$ cat src/rtl/led_strip_driver_if.sv
// Host-side bundle for led_strip_driver: pixel write port plus frame start/busy/done.
// Handshake: wr_en is fire-and-forget and is accepted every cycle. start is a level
// request sampled only while busy=0. busy=1 acknowledges it and holds for the whole
// frame. done pulses for one cycle as busy falls. A start seen while busy=1 is dropped.
interface led_strip_driver_if #(
  parameter int ADDR_W = 3
) ();
  logic              wr_en;
  logic [ADDR_W-1:0] wr_addr;
  logic [23:0]       wr_rgb;
  logic              start;
  logic              busy;
  logic              done;

  modport master (
    output wr_en, wr_addr, wr_rgb, start,
    input  busy, done
  );

  modport slave (
    input  wr_en, wr_addr, wr_rgb, start,
    output busy, done
  );
endinterface

$ cat src/rtl/led_strip_driver.sv
// WS2812-class strip driver: N_LEDS pixel RAM, whole-strip transmit on start, latch gap.
// Optional LED_STRIP_BRIGHTNESS_EN adds a global brightness scaler on the bright port.
module led_strip_driver #(
  parameter int N_LEDS = 8,
  parameter int ADDR_W = 3,
  parameter int T0H    = 20,
  parameter int T1H    = 40,
  parameter int TBIT   = 63,
  parameter int TRST   = 2600
) (
  input  logic                clk50,
  input  logic                rst,
  led_strip_driver_if.slave   bus,
`ifdef LED_STRIP_BRIGHTNESS_EN
  input  logic [7:0]          bright,
`endif
  output logic                o,
  output logic [ADDR_W-1:0]   led_idx,
  output logic [4:0]          bit_idx,
  output logic [1:0]          dbg_state
);
  localparam int CW = $clog2(TBIT);
  localparam int LW = $clog2(TRST);

  typedef enum logic [1:0] {IDLE, LOAD, SEND, LATCH} state_t;

  state_t            state, state_nxt;
  logic [23:0]       mem [2**ADDR_W];
  logic [23:0]       shreg;
  logic [CW-1:0]     cyc_cnt;
  logic [LW-1:0]     lat_cnt;
  logic              done_q;
  logic              done_nxt;
  logic              load_pix;
  logic              bit_end;
  logic              pix_end;
  logic              last_pix;
  logic [ADDR_W-1:0] ld_addr;
  logic [23:0]       rd_word;
  logic [23:0]       ld_word;
  logic [CW-1:0]     th;

  assign bit_end  = (cyc_cnt == CW'(TBIT - 1));
  assign pix_end  = bit_end && (bit_idx == 5'd23);
  assign last_pix = ({1'b0, led_idx} == (ADDR_W + 1)'(N_LEDS - 1));

  // Write before read in the same edge is not visible: reads see the array before the NBA.
  always_ff @(posedge clk50) begin
    if (bus.wr_en && ({1'b0, bus.wr_addr} < (ADDR_W + 1)'(N_LEDS)))
      mem[bus.wr_addr] <= bus.wr_rgb;
  end

  assign rd_word = mem[ld_addr];

`ifdef LED_STRIP_BRIGHTNESS_EN
  function automatic logic [7:0] scale8(input logic [7:0] c, input logic [7:0] b);
    logic [15:0] p;
    p = {8'd0, c} * ({8'd0, b} + 16'd1);
    return p[15:8];
  endfunction

  assign ld_word = {scale8(rd_word[15:8], bright),
                    scale8(rd_word[23:16], bright),
                    scale8(rd_word[7:0], bright)};
`else
  // Reorder to wire order G, R, B so the shifter just sends MSB first.
  assign ld_word = {rd_word[15:8], rd_word[23:16], rd_word[7:0]};
`endif

  always_ff @(posedge clk50) begin
    if (rst) state <= IDLE;
    else     state <= state_nxt;
  end

  always_comb begin
    state_nxt = state;
    load_pix  = 1'b0;
    done_nxt  = 1'b0;
    ld_addr   = led_idx + ADDR_W'(1);
    case (state)
      IDLE:  if (bus.start) state_nxt = LOAD;
      LOAD: begin
        state_nxt = SEND;
        load_pix  = 1'b1;
        ld_addr   = '0;
      end
      SEND: begin
        // Prefetch of the next pixel lands on the same edge that ends bit 23.
        if (pix_end) begin
          if (last_pix) state_nxt = LATCH;
          else          load_pix  = 1'b1;
        end
      end
      LATCH: begin
        if (lat_cnt == LW'(TRST - 1)) begin
          state_nxt = IDLE;
          done_nxt  = 1'b1;
        end
      end
      default: state_nxt = IDLE;
    endcase
  end

  always_ff @(posedge clk50) begin
    if (rst) begin
      shreg   <= '0;
      cyc_cnt <= '0;
      lat_cnt <= '0;
      led_idx <= '0;
      bit_idx <= '0;
      done_q  <= 1'b0;
    end else begin
      done_q  <= done_nxt;
      cyc_cnt <= (state == SEND && !bit_end) ? cyc_cnt + CW'(1) : '0;
      lat_cnt <= (state == LATCH && state_nxt == LATCH) ? lat_cnt + LW'(1) : '0;
      if (load_pix)
        shreg <= ld_word;
      else if (state == SEND && bit_end)
        shreg <= {shreg[22:0], 1'b0};
      if (state == SEND && bit_end) begin
        if (pix_end) begin
          bit_idx <= '0;
          led_idx <= last_pix ? '0 : led_idx + ADDR_W'(1);
        end else begin
          bit_idx <= bit_idx + 5'd1;
        end
      end
    end
  end

  always_comb begin
    th = shreg[23] ? CW'(T1H) : CW'(T0H);
    o  = (state == SEND) && (cyc_cnt < th);
  end

  assign bus.busy  = (state != IDLE);
  assign bus.done  = done_q;
  assign dbg_state = state;
endmodule
$ cat src/flat_wrapper.sv
// flat-port wrapper written by rule: the top's interface ports become plain ports
module led_strip_driver_flat 
#(
  parameter int N_LEDS = 8,
  parameter int ADDR_W = 3,
  parameter int T0H    = 20,
  parameter int T1H    = 40,
  parameter int TBIT   = 63,
  parameter int TRST   = 2600
)
  (clk50, rst, o, led_idx, bit_idx, dbg_state, bus_wr_en, bus_wr_addr, bus_wr_rgb, bus_start, bus_busy, bus_done);
  led_strip_driver_if #(.ADDR_W(ADDR_W)) bus_i ();
  input  logic clk50;
  input  logic rst;
  output logic o;
  output logic [ADDR_W-1:0] led_idx;
  output logic [4:0] bit_idx;
  output logic [1:0] dbg_state;
  input wire logic [$bits(bus_i.wr_en)-1:0] bus_wr_en;
  input wire logic [$bits(bus_i.wr_addr)-1:0] bus_wr_addr;
  input wire logic [$bits(bus_i.wr_rgb)-1:0] bus_wr_rgb;
  input wire logic [$bits(bus_i.start)-1:0] bus_start;
  output wire logic [$bits(bus_i.busy)-1:0] bus_busy;
  output wire logic [$bits(bus_i.done)-1:0] bus_done;
  assign bus_i.wr_en = bus_wr_en;
  assign bus_i.wr_addr = bus_wr_addr;
  assign bus_i.wr_rgb = bus_wr_rgb;
  assign bus_i.start = bus_start;
  assign bus_busy = bus_i.busy;
  assign bus_done = bus_i.done;
  led_strip_driver #(.N_LEDS(N_LEDS), .ADDR_W(ADDR_W), .T0H(T0H), .T1H(T1H), .TBIT(TBIT), .TRST(TRST)) u_core (.clk50(clk50), .rst(rst), .bus(bus_i), .o(o), .led_idx(led_idx), .bit_idx(bit_idx), .dbg_state(dbg_state));
endmodule
$ cat config.mk
export PLATFORM = sky130hd
export DESIGN_NAME = led_strip_driver_flat
export DESIGN_NICKNAME = d
export VERILOG_FILES = /design/src/rtl/led_strip_driver_if.sv /design/src/rtl/led_strip_driver.sv /design/src/flat_wrapper.sv
export SDC_FILE = /design/constraint.sdc
export NUM_CORES = 1
export LEC_CHECK = 0
export ABC_AREA = 1
export CORE_ASPECT_RATIO = 1.25
export CORE_MARGIN = 2
export CORE_UTILIZATION = 55
export CTS_BUF_LIST = sky130_fd_sc_hd__clkbuf_4 sky130_fd_sc_hd__clkbuf_8
export DETAILED_ROUTE_END_ITERATION = 16
export PLACE_DENSITY = 0.78
export SETUP_SLACK_MARGIN = 0.05
export SKIP_LAST_GASP = 1
export SYNTH_ARGS = -nofsm -noshare
export SYNTH_HDL_FRONTEND = slang
export SYNTH_SLANG_ARGS = --single-unit
$ cat constraint.sdc
create_clock -name clk50 -period 2.32 [get_ports clk50]
set_input_delay 0.464 -clock clk50 [delete_from_list [all_inputs] [get_ports clk50]]
set_output_delay 0.464 -clock clk50 [all_outputs]
set_load 0.01 [all_outputs]
# --- Word level (Yosys, flattened, before mapping) ---
# Memory sizes are Yosys's and may differ from the RTL's.
# Cells that the tools add are included.
word_totals:
  regBits: 53
  latchBits: 0
  ramBits: 192
  mem_bits_ro: 0
  out_inout_bits: 13
  wordCells: 54
  memories: 1
memory_table:
  columns: ["memory", "words", "width", "rd", "rd_ports_with_merged_regs", "wr", "line_no", "text"]
  rows:
  - ["u_core.mem", 8, 24, 1, 0, 1, "led_strip_driver.sv:28", "logic [23:0] mem [2**ADDR_W];"]
classes:
  n_addsub: 4
  multipliers: 0
  n_div: 0
  magnitude_cmp: 1
  n_eq_ne: 8
  shifts: 0
  muxes: 17
  n_bitwise: 3
  n_reduce_logical: 13
op_table:
  columns: ["cell", "count"]
  rows:
  - ["$mux W24", 2]
  - ["$add A12 B1 Y12 const B", 1]
  - ["$eq A12 B12 Y1 const B", 1]
  - ["$mux W2", 4]
  - ["$pmux W2 S4", 1]
  - ["$add A6 B1 Y6 const B", 1]
  - ["$eq A2 B2 Y1 const B", 3]
  - ["$eq A6 B6 Y1 const B", 1]
  - ["$lt A6 B6 Y1", 1]
  - ["$mux W3", 2]
  - ["$mux W6", 1]
  - ["$reduce_or A2 Y1", 3]
  - ["$add A5 B1 Y5 const B", 1]
  - ["$eq A5 B5 Y1 const B", 1]
  - ["$logic_and A1 B1 Y1", 5]
  - ["$mux W1", 5]
  - ["$mux W5", 1]
  - ["$reduce_bool A2 Y1", 2]
  - ["$add A3 B1 Y3 const B", 1]
  - ["$eq A3 B3 Y1 const B", 1]
  - ["$not A1 Y1", 3]
  - ["$eq A2 B1 Y1 const B", 1]
  - ["$logic_not A2 Y1", 1]
  - ["$pmux W1 S2", 1]
  - ["2 further kinds", 2]

# --- Longest topological paths before layout ---
logic_depth:
  depth_word: 8
  depth_mapped: 15
  mapped_depth_nobuf: 13

# --- Worst setup path before layout ---
# No wires, ideal clock.
synth_timing:
  path_kind: "input to register"
  startpoint: "input port bus_wr_addr[0]"
  endpoint: "memory u_core.mem[0][0], enable pin"
  setup_ps: 405
  arrival_ps: 1629
  setup_slack_ps: 286
  stages: 3
  path_buffers: 0
  path_cell_list: "inv_1 > nand2_1 > nor2_1"
synth_lines:
  columns: ["element", "line_no", "text"]
  rows:
  - ["start: declaration", "flat_wrapper.sv:20", "input wire logic [$bits(bus_i.wr_addr)-1:0] bus_wr_addr;"]
  - ["end: declaration", "led_strip_driver.sv:28", null]
# Straight into the memory's write port.

# --- Worst setup path after layout ---
layout_timing:
  startpoint: "register u_core.shreg[23]"
  endpoint: "output port o"
layout_between:
  elab_chain_len: 3
layout_rtl:
  columns: ["element", "line_no", "text"]
  rows:
  - ["start: declaration", "led_strip_driver.sv:29", "logic [23:0] shreg;"]
  - ["start signal: assignment", "led_strip_driver.sv:117", "shreg <= ld_word;"]
  - ["start signal: assignment", "led_strip_driver.sv:119", "shreg <= {shreg[22:0], 1'b0};"]
  - ["$mux W6", "led_strip_driver.sv:132", "th = shreg[23] ? CW'(T1H) : CW'(T0H);"]
  - ["$lt A6 B6 Y1", "led_strip_driver.sv:133", "o = (state == SEND) && (cyc_cnt < th);"]
  - ["$logic_and A1 B1 Y1", "led_strip_driver.sv:133", null]
  - ["end: declaration", "flat_wrapper.sv:15", "output logic o;"]
# Every way passes these cells.

==> out/metrics.cfg <==
[outcome]
status=finished clean

[grt]
grt_max_degree=75
grt_pass1_wl_um=35300
antenna_found_initial=0
grt_overflow=0
groute.usage.overall_pct=21.7
grt_pass1_vias=7296

[finish]
drive_gt1_share_pct=11.2
final.fill_count=1486
final_cell_area_um2=12300
syn2layout_area_growth_pct=14.9
nNetsFinal=1184
diodes=0

[routing]
ant_nets=0
num_vias=7433
dr.pass1.iters=5
drt_wl_total_um=21800
drcViolationCount=0
drt_iter0_markers=557
wl_per_cell_um=15.5
viasPerCell=5.30

[synth]
synthArstFlopShare_pct=0
synthFlopType=edfxtp_1
synthCells=1077
ys_ff_latch=245
ys_seq_area_share_pct=63.9
syn_area_um2=10700
synth_fp_nets=1122
post_synth.cell_area_avg_um2=9.92
synth-edff-count=192
synth.distinct_cells=33
yosysWarnings=0

[cts]
clk_pin_slew_ns=0.06
cts.sinks=245
htree_levels=2
cts_hold_buffers=0
cts_tree=done
cts_root_buf=clkbuf_8
cts_buffers=38
insertion_delay_ns=0.55
clock_path_buffers=3

[sta]
post-route-worst-setup-slack_ns=0.128
fin_crit_sh_pct=94.5
fmaxAchievable_mhz=456
period_needed_ns=2.19
skew_ns=0.0157
slew_headroom_pct=49.3
maxSlewViolCount=0
rsz0062_at_grt=true
hold_violations=0
tns_ns=0
tightest_slew_ns=0.759
setup_viol=0

[floorplanning]
core.rowCount=57
dieArea_um2=20600
pin_count=44
initial_core_util_pct=55.5
die_y_um=160
fp.dieW_um=129
core_um2=19300

[pwr]
p_seq_share_pct=52.7
powerDensity_nw_per_um2=762
total_power_mw=9.36
combinationalPowerShare_pct=11.5
vdd_ir_drop_max_uv=519
p_int_mw=6.99
switching_share_pct=25.3
power_frac_clock_pct=35.8
p_sw_mw=2.37
p_leak_nw=4.75

[worst_setup_path]
critPathArrivalTime_ns=1.73
cp-end-kind=output port
critPathKind=reg2out
worstPathMaxFanout=2
critPathRequiredTime_ns=1.86
startpoint_type=flip-flop

[placement]
io_buffers=43
dp_slack_ns=0.146
post_dp_cell_area_um2=11500
globalplace.congestion=0.786
dp_hpwl_um=12800

[flow_run]
drv_cap=0

[min_path]
worstHoldPathType=reg2reg

[logic make-up (layout without fill, tap and decap cells)]
| kind of cell | count (synthesis) | after routing | synth area share, % |
|---|---|---|---|
| fa+ha+maj | 14 | 14 | 1.64 |
| flops | 245 | 245 | 63.9 |
| buf+inv | 152 | 242 | 6.17 |
| compound gates | 87 | 87 | 5.24 |
| xor+xnor | 13 | 13 | 1.07 |
| simple gates | 566 | 566 | 22.0 |
[power by group through the flow]
stage	sequential, mW	combinational [mW]	clock, mW
after detailed placement	5.03	1.07	0
after global routing	4.95	1.20	3.59
after floorplan	5.02	0.717	0
after CTS	4.94	1.08	3.41
final	4.94	1.07	3.35
after global placement	5.02	1.03	0
[cell usage in the layout, fill, tap and decap left out, types with 4 or more instances in the layout]
| master | n |
|---|---|
| nand2_1 | 288 |
| edfxtp_1 | 192 |
| nor2_1 | 141 |
| inv_1 | 97 |
| nand3_1 | 87 |
| dfxtp_1 | 49 |
| o211ai_1 | 47 |
| clkdlybuf4s50_1 | 41 |
| clkbuf_8 | 39 |
| nor2_2 | 28 |
| o21ai_0 | 26 |
| buf_4 | 17 |
| clkinv_1 | 14 |
| ha_1 | 13 |
| buf_12 | 13 |
| a21oi_1 | 11 |
| clkbuf_4 | 11 |
| xor2_1 | 10 |
| nor3_1 | 7 |
| dfxtp_2 | 4 |
[state kept, by name (all words and copies together) (netlist names)]
name / cells
u_core.led_idx: 3
u_core.bus.done: 1
u_core.cyc_cnt: 6
u_core.shreg: 24
u_core.mem: 192
u_core.dbg_state: 2
u_core.lat_cnt: 12
u_core.bit_idx: 5
[routing by layer]
| metal | GRT usage (%) | up-vias | share of wire (%) |
|---|---|---|---|
| met1 | 27.8 | 3491 | 42 |
| met5 | 0 | - | 0 |
| met4 | 7.66 | 0 | 1.8 |
| li1 | - | 3693 | - |
| met2 | 36.8 | 213 | 51 |
| met3 | 4.09 | 36 | 5.7 |
[stage by stage]
stage / instances / hold WS, ns / utilization (%)
final: 1403 / 0.457 / 63.8
after global routing: 1403 / 0.489 / 63.8
after CTS: 1403 / 0.464 / 63.7
after detailed placement: 1334 / 0.451 / 59.9
after global placement: 1334 / 0.427 / 59.9
after floorplan: 1077 / 0.418 / -
[worst paths after layout]
kind / startpoint / end / slack [ns] / cells past startpoint
worst min register to register: u_core.lat_cnt[0] / u_core.lat_cnt[0] / 0.46 / 1
worst max-delay path: u_core.shreg[23] / o / 0.13 / 7
worst max register to register: u_core.dbg_state[1] / u_core.shreg[23] / 0.24 / 12
worst min-delay path: u_core.lat_cnt[0] / u_core.lat_cnt[0] / 0.46 / 1
[Yosys cell counts (all sizes together) (8+ instances only)]
cell type  number  area (um^2)
a21oi          11         55.1
buf            31          204
clkbuf         20         76.3
dfxtp          53         1060
edfxtp        192         5770
ha             14          175
inv           100          375
nand2         293         1120
nand3          88          445
nor2          171          697
nor3            8         51.3
o211ai         47          353
o21ai          26          130
xor2           10         87.6
[timing repair]
| action | 4_1_cts | 5_1_grt |
|---|---|---|
| resized for setup | 7 | 6 |
| buffers inserted | 1 | 0 |
| pin swaps | 0 | 5 |
| endpoints found under the setup margin | 2 | 21 |
[worst max-delay path: stages (launching register included)]
cell and delay [ns]:
dfxtp_2 0.33, inv_2 0.05, ha_4 0.22, o21a_1 0.10, o211ai_1 0.17, nand2_1 0.08, nor2_2 0.11, buf_2 0.14
[layout make-up]
class | count | area (um^2) | area share, %
clock buffers | 50 | 619 | 5.04
clock inverters | 18 | 81.3 | 0.662
inverters | 101 | 379 | 3.09
multi-input cells | 680 | 3260 | 26.5
flip-flops and latches | 245 | 6830 | 55.6
well taps | 236 | 295 | 2.40
repair buffers | 73 | 816 | 6.64
Power figures use the tool's default switching activity.
